==> config.mk <==
export PLATFORM = sky130hd
export DESIGN_NAME = mem_arbiter
export DESIGN_NICKNAME = d
export VERILOG_FILES = /design/src/rtl/mem_pkg.sv /design/src/rtl/mem_arbiter.sv
export SDC_FILE = /design/constraint.sdc
export NUM_CORES = 1
export LEC_CHECK = 0
export ABC_AREA = 1
export CORE_AREA = 5 5 101 103
export CTS_CLUSTER_DIAMETER = 40
export DETAILED_ROUTE_END_ITERATION = 6
export DIE_AREA = 0 0 106 108
export PLACE_DENSITY = 0.72
export SYNTH_ARGS = -nofsm -noshare
export SYNTH_HDL_FRONTEND = slang
export SYNTH_SLANG_ARGS = --single-unit
==> constraint.sdc <==
create_clock -name clk -period 3 [get_ports clk]
set_input_delay 0.75 -clock clk [delete_from_list [all_inputs] [get_ports clk]]
set_output_delay 0.75 -clock clk [all_outputs]
set_load 0.02 [all_outputs]
==> src/rtl/mem_pkg.sv <==
// rtl/mem_pkg.sv - shared types and defaults for the cache-miss memory arbiter
package mem_pkg;

    localparam int DEF_BLOCK_WORDS = 4;

    typedef enum logic [1:0] {
        IDLE = 2'd0,
        WB   = 2'd1,
        FILL = 2'd2,
        DONE = 2'd3
    } stateT;

    typedef enum logic [1:0] {
        GNT_NONE = 2'b00,
        GNT_I    = 2'b01,
        GNT_D    = 2'b10
    } gntT;

endpackage

==> src/rtl/mem_arbiter.sv <==
// rtl/mem_arbiter.sv - fixed-priority I/D cache miss arbiter driving one word-wide memory port
import mem_pkg::*;

module mem_arbiter #(
    parameter int BLOCK_WORDS = DEF_BLOCK_WORDS,
    parameter int WIDX_W      = $clog2(BLOCK_WORDS)
) (
    input  logic              clk,
    input  logic              rst,
    input  logic              ic_req,
    input  logic [31:0]       ic_addr,
    input  logic              dc_req,
    input  logic [31:0]       dc_addr,
    input  logic              dc_dirty,
    input  logic [31:0]       dc_wb_addr,
    input  logic [31:0]       dc_wdata,
    output logic [WIDX_W-1:0] fill_widx,
    output logic [31:0]       fill_data,
    output logic              ic_rvalid,
    output logic              dc_rvalid,
    output logic              ic_done,
    output logic              dc_done,
    output logic              mem_req,
    output logic              mem_we,
    output logic [31:0]       mem_addr,
    output logic [31:0]       mem_wdata,
    input  logic              mem_ack,
    input  logic [31:0]       mem_rdata
);

    localparam logic [WIDX_W-1:0] LAST_WIDX = WIDX_W'(BLOCK_WORDS - 1);

    stateT             state, stateNext;
    gntT               gnt, gntNext;
    logic [WIDX_W-1:0] cnt, cntNext;

    // Word address is the block base with the counter spliced into the word-index field.
    logic [31:0] icWordAddr, dcWordAddr, wbWordAddr;
    assign icWordAddr = {ic_addr[31:WIDX_W+2], cnt, 2'b00};
    assign dcWordAddr = {dc_addr[31:WIDX_W+2], cnt, 2'b00};
    assign wbWordAddr = {dc_wb_addr[31:WIDX_W+2], cnt, 2'b00};

    logic unusedAddrLowBits;
    assign unusedAddrLowBits = ^{ic_addr[WIDX_W+1:0], dc_addr[WIDX_W+1:0], dc_wb_addr[WIDX_W+1:0]};

    always_ff @(posedge clk or posedge rst) begin
        if (rst) begin
            state <= IDLE;
            gnt   <= GNT_NONE;
            cnt   <= '0;
        end else begin
            state <= stateNext;
            gnt   <= gntNext;
            cnt   <= cntNext;
        end
    end

    always_comb begin
        stateNext = state;
        gntNext   = gnt;
        cntNext   = cnt;
        case (state)
            IDLE: begin
                cntNext = '0;
                if (dc_req) begin
                    gntNext   = GNT_D;
                    stateNext = dc_dirty ? WB : FILL;
                end else if (ic_req) begin
                    gntNext   = GNT_I;
                    stateNext = FILL;
                end
            end
            WB: begin
                if (mem_ack) begin
                    cntNext = cnt + WIDX_W'(1);
                    if (cnt == LAST_WIDX) stateNext = FILL;
                end
            end
            FILL: begin
                if (mem_ack) begin
                    cntNext = cnt + WIDX_W'(1);
                    if (cnt == LAST_WIDX) stateNext = DONE;
                end
            end
            DONE: begin
                stateNext = IDLE;
                gntNext   = GNT_NONE;
            end
            default: begin
                stateNext = IDLE;
                gntNext   = GNT_NONE;
                cntNext   = '0;
            end
        endcase
    end

    // Outputs decode only registered state, so an asynchronous reset zeroes them at once.
    always_comb begin
        mem_req   = 1'b0;
        mem_we    = 1'b0;
        mem_addr  = '0;
        mem_wdata = '0;
        fill_data = '0;
        ic_rvalid = 1'b0;
        dc_rvalid = 1'b0;
        ic_done   = 1'b0;
        dc_done   = 1'b0;
        case (state)
            WB: begin
                mem_req   = 1'b1;
                mem_we    = 1'b1;
                mem_addr  = wbWordAddr;
                mem_wdata = dc_wdata;
            end
            FILL: begin
                mem_req  = 1'b1;
                mem_addr = (gnt == GNT_D) ? dcWordAddr : icWordAddr;
                if (mem_ack) begin
                    fill_data = mem_rdata;
                    ic_rvalid = (gnt == GNT_I);
                    dc_rvalid = (gnt == GNT_D);
                end
            end
            DONE: begin
                ic_done = (gnt == GNT_I);
                dc_done = (gnt == GNT_D);
            end
            default: ;
        endcase
    end

    assign fill_widx = cnt;

endmodule

# --- After elaboration in Yosys (flattened, before gate mapping) ---
# Cells that the tools add are included.
totals:
  register_bits: 6
  in_bits: 166
  out_inout_bits: 104
  word_cells: 49
classes:
  addsub: 1
  eq_ne: 12
  n_mux: 26
  reduce_logical: 7
ops:
  columns: ["op", "n"]
  rows:
  - ["two-way mux 32 bit", 4]
  - ["case mux 32 bit (2 select lines)", 1]
  - ["two-way mux 2 bit", 10]
  - ["== test 2 bit, second input constant", 4]
  - ["two-way mux 1 bit", 8]
  - ["inequality test 2 bit, second input constant", 4]
  - ["case mux 2 bit (2 select lines)", 2]
  - ["case mux 2 bit (4 select lines)", 1]
  - ["AND reduction 5 bit", 1]
  - ["== test 2 x 1 -> 1 bit, second input constant", 2]
  - ["AND reduction 2 bit", 2]
  - ["nonzero test 2 bit", 2]
  - ["inequality test 3 bit, second input constant", 1]
  - ["adder 2 x 1 -> 2 bit, second input constant", 1]
  - ["zero test 2 bit", 1]
  - ["inequality test 2 x 1 -> 1 bit, second input constant", 1]
  - ["OR reduction 2 bit", 1]

# --- Logic depth before layout (Yosys ltp) ---
# Gate-level depths: netlist of the first run.
depth:
  word_depth: 4
  depth_mapped: 9
  mapped_depth_nobuf: 8

# --- Worst setup path before layout of the first run ---
# OpenSTA, ideal clock, no wires.
synth_path:
  path_kind: "reg-to-output"
  from: "register state[0]"
  to: "output port mem_addr[2]"
  t_arrival_ps: 1689
  required_time_ps: 2250
  slack_ps: 561
  stages_incl_launch_ff: 6
  cell_sequence: "dfrtp_1 > inv_1 > ha_1 > inv_1 > clkbuf_1 > nor3_1"
synth_via:
  elab_chain_cells: 2
  elab_cells_between_ends: 3
synth_lines:
  columns: ["item", "line", "text"]
  rows:
  - ["from (decl)", "mem_arbiter.sv:33", "stateT state, stateNext;"]
  - ["from (signal assigned)", "mem_arbiter.sv:52", "state <= stateNext;"]
  - ["== test 2 bit / == test 2 x 1 -> 1 bit (equally long branches)", "mem_arbiter.sv:108", "case (state)"]
  - ["case mux 32 bit (2 select lines) (*)", "mem_arbiter.sv:108", null]
  - ["to (decl)", "mem_arbiter.sv:25", "output logic [31:0] mem_addr,"]
# Every way passes the cells marked *; elsewhere a longest branch is shown, timed or not.

# --- Worst setup path in the final report of the first run ---
layout_path:
  from: "input port dc_addr[23]"
  to: "output port mem_addr[23]"
layout_via:
  elab_chain_cells: 2
layout_lines:
  columns: ["item", "line", "text"]
  rows:
  - ["from (decl)", "mem_arbiter.sv:13", "input logic [31:0] dc_addr,"]
  - ["two-way mux 32 bit", "mem_arbiter.sv:117", "mem_addr = (gnt == GNT_D) ? dcWordAddr : icWordAddr;"]
  - ["case mux 32 bit (2 select lines)", "mem_arbiter.sv:108", null]
# No other way between the ends.

==> reports/results.tsv, run 1 <==
metric	value	unit
status	finished, final reports clean	
worst clock skew	0.000392	ns
Skew-Pair Late Insertion Delay	0.22	ns
clk sink count	6	
worst endpoint required time	2.25	ns
WP buf/inv	3	
Max-Cap Viols	0	
Global Route Usage Sum	0.181	
register area share after synthesis	0.0786	
reg2reg path depth	7	
Placed Instance Area	4570	um^2
Cell Area, Synth	1910	um^2
most frequent cells in the layout	clkdlybuf4s50_1, inv_1, nand2_1	
TritonCTS buffer count	3	
Tcrit/Tclk final	0.982	
CP Capture Type	output port	
Synth top area share	0.257	
Std-Cell Core Area	9110	um^2
Final Hold Viols	0	
WP depth	6	
initial core utilization	0.210	
syn_area_per_cell	4.61	um^2
vias in the first global route	3211	
first-pass GRT wire length	16800	um
max incr delay on CP	0.63	ns
post-route cell area	4710	um^2
internal power	0.00141	W
Die Footprint	11400	um^2
Filler Cell Count	921	
Leakage	3.15	nW
cells after synthesis	414	
initial antenna violation count	0	
Worst path top cell family by delay	buffers and inverters	
Sw Share	0.549	
Psw	0.00172	W
Root Driver	clkbuf_8	
H-tree Lvls	1	
RSZ-0062 raised after global routing	no	
DP HPWL	9320	um
drt first pass iters	4	
Worst Path Max Fanout	1	
TritonCTS clock tree	yes	
Placement Rows	35	
area leader, netlist	inv_1	
Startpoint Class	input port	
fin crit period	2.94	ns
commonest non-fill, non-tap cell in the layout	clkdlybuf4s50_1	
Min Hold Slack	0.502	ns
grt ovf	0	
Ant. Diodes	0	
Sequential Power Share	0.049	
maximum VDD drop	0.000560	V
vias per std cell	4.22	
Die W	106	um
fin nets	833	
depth of the worst hold-timing path	2	
via count	3252	
maximum clock insertion buffer count	2	
DRT antenna net count	0	
Top Ports	270	
final WL	11300	um
total power	0.00314	W
Area growth syn-to-layout	147	%
initial DRC count	109	
Residual DRC	0	
Clock Power Share	0.039	
Worst-path clk slew	0.04	ns
Comb power frac	0.912	
number of buffers added on ports	255	
Routability Congestion	0.848	
worst path cell trace	clkdlybuf4s50_1, inv_1, nand3_1, nand3_1, a21oi_1, clkdlybuf4s50_1	
CP arrival	2.19	ns
post-CTS setup buffers	0	
unique cell type count in the Yosys netlist	16	
yosys warns	0	
Yosys reg bits	6	
DR WL/cell	14.7	um
Die Ht	108	um
pwr dens	666	nW/um^2
Max Slew Vio Count	0	
Final setup viols	0	
Area contributors post-synth	inv_1, nand2_1, nand3_1, dfrtp_1, a21oi_1	
Post-Place Worst Slack	-0.0632	ns
worst setup margin	0.0551	ns
slowest CP cell	clkdlybuf4s50_1	
largest net degree at the start of global routing	42	
fmax	340	MHz
critical path type	input port to output port	
layout cell share with drive strength beyond 1	0.0334	
HP Class	flop to flop	
[metal layers]
| layer | track usage | vias to the layer above | routed length (um) |
|---|---|---|---|
| met1 | 0.209 | 1435 | 4440 |
| met3 | 0.0388 | 6 | 731 |
| li1 | - | 1670 | - |
| met5 | 0 | - | 0 |
| met2 | 0.354 | 141 | 6070 |
| met4 | 0.0176 | 0 | 70 |
[registers in the layout, indices dropped and copies added, names as in the netlist]
name	count
fill_widx	2
gnt	2
state	2
[per-stage QoR]
stage,cells,utilization,TNS (ns)
after detailed placement,767,0.502,-0.151
after floorplan,415,-,0
after global placement,767,0.502,-0.0740
final,770,0.517,0
after CTS,770,0.505,0
after global routing,770,0.517,0
[final timing paths]
check	start	end	slack (ns)
min in group asynchronous	rst	fill_widx[1]	0.75
min reg2reg	gnt[0]	gnt[0]	0.50
max in group asynchronous	rst	gnt[1]	2.05
max reg2reg	state[0]	fill_widx[0]	1.48
max	dc_addr[23]	mem_addr[23]	0.06
min	gnt[0]	gnt[0]	0.50
[area by class of cell]
cell class                 count  area [um^2]  share of cell area
timing repair buffer         268         2770               0.587
multi-input combinational    250         1120               0.238
inverter                     132          495               0.105
sequential                     6          150              0.0319
tap                          111          139              0.0295
clock buffer                   3         41.3             0.00876
[cells by family (layout without fill, tap and decap cells)]
group,after synthesis,after routing,synth area share
AND/OR/NAND/NOR,207,207,0.449
buffers and inverters,159,403,0.340
AO/OA/AOI/OAI,35,35,0.0917
adder cells (fa/ha/maj),6,6,0.0393
flip-flops,6,6,0.0786
other,1,2,0.00196
[repair_timing]
item | in CTS | in global routing
pin swaps | 0 | 0
hold buffers | 0 | 0
hold endpoints to repair | 0 | 0
resized for setup | 15 | 43
endpoints found under the setup margin | 14 | 42
[worst register-to-register path: cells and delay by family (launching register included)]
| family | cells | cell delay, ns |
|---|---|---|
| buf+inv | 3 | 0.42 |
| flops | 1 | 0.40 |
| fa+ha+maj | 1 | 0.34 |
| simple gates | 2 | 0.15 |
| compound gates | 1 | 0.09 |
[synth_stat cells]
cell / count
conb_1: 1
buf_2: 18
nor3_1: 2
inv_2: 1
inv_1: 131
nand3_1: 58
o21ai_0: 7
nand2_1: 108
clkbuf_1: 3
buf_4: 4
or2_2: 2
buf_6: 2
nor2_1: 37
dfrtp_1: 6
a21oi_1: 28
ha_1: 6
[power groups by stage]
stage | Sequential (W) | Combinational, W | Clock [W]
floorplan | 0.000161 | 0.00157 | 0
global placement | 0.000154 | 0.00289 | 0
detailed placement | 0.000155 | 0.00293 | 0
CTS | 0.000155 | 0.00292 | 0.000125
global route | 0.000160 | 0.00313 | 0.000135
finish | 0.000154 | 0.00286 | 0.000122
(Power assumes the default switching activity.)
==> inputs of run 2 (changes only) <==
--- a/config.mk
+++ b/config.mk
@@ -11,6 +11,7 @@
 export DETAILED_ROUTE_END_ITERATION = 6
 export DIE_AREA = 0 0 106 108
 export PLACE_DENSITY = 0.72
+export SETUP_SLACK_MARGIN = 0.2
 export SYNTH_ARGS = -nofsm -noshare
 export SYNTH_HDL_FRONTEND = slang
 export SYNTH_SLANG_ARGS = --single-unit
==> run 2 against run 1 <==
  * Maximum frequency up 7.3%
  * Global-route usage about the same
  * Clock-buffer cell count unchanged
  * Critical path type unchanged
  * Largest cell class unchanged
  * Utilization down 1.5 points
  * Routed wire length is 1.0% lower
  * Largest power group unchanged
==> reports/results.tsv, run 2 (synthesis gave the netlist of run 1 again) <==
metric	value	unit	change
via count	3252		unchanged
clk sink count	6		unchanged
TritonCTS buffer count	3		unchanged
depth of the worst hold-timing path	2		unchanged
Ant. Diodes	0		unchanged
Residual DRC	0		unchanged
worst endpoint required time	2.25	ns	about the same
largest net degree at the start of global routing	42		unchanged
grt ovf	0		unchanged
vias per std cell	4.22		unchanged
area of the multi-input gates	1120	um^2	unchanged
RSZ-0062 raised after global routing	no		unchanged
Std-Cell Core Area	9110	um^2	unchanged
WP buf/inv	3		unchanged
Comb power frac	0.907		was 0.912
Max-Cap Viols	0		unchanged
Final Hold Viols	0		unchanged
Top Ports	270		unchanged
Tcrit/Tclk final	0.915		was 0.982
Sequential Area	150	um^2	unchanged
maximum VDD drop	0.000531	V	was 0.000560 V
Sw Share	0.573		was 0.549
fin crit period	2.74	ns	was 2.94 ns
H-tree Lvls	1		unchanged
vias in the first global route	3214		was 3,211
worst clock skew	0.000391	ns	was 0.000392 ns
WHS Endpoint	gnt[0]		unchanged
DP HPWL	9320	um	unchanged
Die Footprint	11400	um^2	unchanged
Filler Cell Count	958		was 921
status	finished, final reports clean		unchanged
max incr delay on CP	0.49	ns	was 0.63 ns
Sequential Power Share	0.052		was 0.049
HP Class	flop to flop		unchanged
Worst Path Max Fanout	34		was 1
initial core utilization	0.210		unchanged
crit path from	mem_ack		was dc_addr[23]
Final setup viols	0		unchanged
number of buffers added on ports	255		unchanged
initial antenna violation count	0		unchanged
TritonCTS clock tree	yes		unchanged
WP depth	5		was 6
Global Route Usage Sum	0.182		was 0.181
Max Slew Vio Count	0		unchanged
pwr dens	652	nW/um^2	was 666 nW/um^2
most frequent cells in the layout	clkdlybuf4s50_1, inv_1, nand2_1		unchanged
Clock Power Share	0.041		was 0.039
Skew-Pair Late Insertion Delay	0.22	ns	about the same
total power	0.00298	W	was 0.00314 W
Routability Congestion	0.848		unchanged
internal power	0.00127	W	was 0.00141 W
initial DRC count	135		was 109
Leakage	2.86	nW	was 3.15 nW
Worst-path clk slew	0.04	ns	about the same
slowest CP cell	clkdlybuf4s50_1		unchanged
maximum clock insertion buffer count	2		unchanged
drt first pass iters	5		was 4
reg2reg path depth	7		unchanged
final setup TNS	0	ns	unchanged
fmax	364	MHz	was 340 MHz
layout cell share with drive strength beyond 1	0.0334		unchanged
CP arrival	1.99	ns	was 2.19 ns
fin cells	770		unchanged
HP Start	gnt[0]		unchanged
R2R Path Start	state[0]		unchanged
CP Capture Type	output port		unchanged
worst path cell trace	clkdlybuf4s50_1, nand2_1, buf_12, nor2_1, dlygate4sd2_1		was clkdlybuf4s50_1, inv_1, nand3_1, nand3_1, a21oi_1, clkdlybuf4s50_1
Psw	0.00171	W	was 0.00172 W
reg2reg end	fill_widx[0]		unchanged
fin util	0.502		was 0.517
first-pass GRT wire length	16800	um	about the same
Startpoint Class	input port		unchanged
Root Driver	clkbuf_8		unchanged
Die W	106	um	unchanged
Worst path top cell family by delay	buffers and inverters		unchanged
DR WL/cell	14.5	um	was 14.7 um
critical path type	input port to output port		unchanged
Die Ht	108	um	unchanged
commonest non-fill, non-tap cell in the layout	clkdlybuf4s50_1		unchanged
fin nets	833		unchanged
Placement Rows	35		unchanged
DRT antenna net count	0		unchanged
register-to-register path setup slack	1.48	ns	about the same
Area growth syn-to-layout	139	%	was 147%
placed cell count	767		unchanged
final WL	11200	um	was 11,300 um
-- run 2: changes by cell type in the layout (fill, tap and decap cells not counted), sizes merged --
cell | before | now
dlymetal6s2s | 41 | 12
clkdlybuf4s15 | 0 | 3
clkdlybuf4s50 | 199 | 178
dlygate4sd1 | 0 | 2
dlygate4sd2 | 14 | 59
-- run 2: worst min-delay path, stage by stage, from the launching register on --
cell and delay, ns:
dfrtp_1 0.35, nand2_1 0.05, o21ai_0 0.06
-- run 2: power groups by stage --
| stage | clock network, W | logic, W | registers, W |
|---|---|---|---|
| after CTS | 0.000125 | 0.00276 | 0.000155 |
| after floorplan | 0 | 0.00157 | 0.000161 |
| after global routing | 0.000135 | 0.00298 | 0.000160 |
| after detailed placement | 0 | 0.00293 | 0.000155 |
| after global placement | 0 | 0.00289 | 0.000154 |
| final | 0.000122 | 0.00271 | 0.000154 |
-- run 2: final cells by class --
type	count	area share
inverters	132	0.108
repair buffers	268	0.575
clock buffers	3	0.00902
multi-input cells	250	0.245
well taps	111	0.0304
flip-flops and latches	6	0.0328
-- run 2: worst max-delay path by stage --
stage,end,slack [ns]
CTS,fill_data[11],0.22
global placement,fill_data[11],-0.05
finish,ic_rvalid,0.26
detailed placement,fill_data[11],-0.06
floorplan,mem_addr[2],0.56
global route,mem_wdata[22],0.19
-- run 2: repair_timing --
action                                  4_1_cts  5_1_grt
setup buffers                                 0        0
endpoints found under the setup margin       64       17
gates resized for setup                      66       19
hold endpoints to repair                      0        0
hold buffers                                  0        0
-- run 2: through the flow --
stage	instance area [um^2]	hold slack, ns	setup slack, ns
6_report	4580	0.501	0.256
3_5_place_dp	4570	0.497	-0.0632
3_3_place_gp	4570	0.489	-0.0497
5_1_grt	4580	0.512	0.187
4_1_cts	4540	0.507	0.221
2_1_floorplan	1910	0.473	0.561
-- run 2: metal layers --
layer,up-vias,routed length [um],track usage,part of all wire
li1,1669,-,-,-
met2,133,5960,0.353,0.53
met1,1442,4320,0.209,0.39
met5,-,0,0,0
met4,0,116,0.0176,0.010
met3,8,802,0.0412,0.072
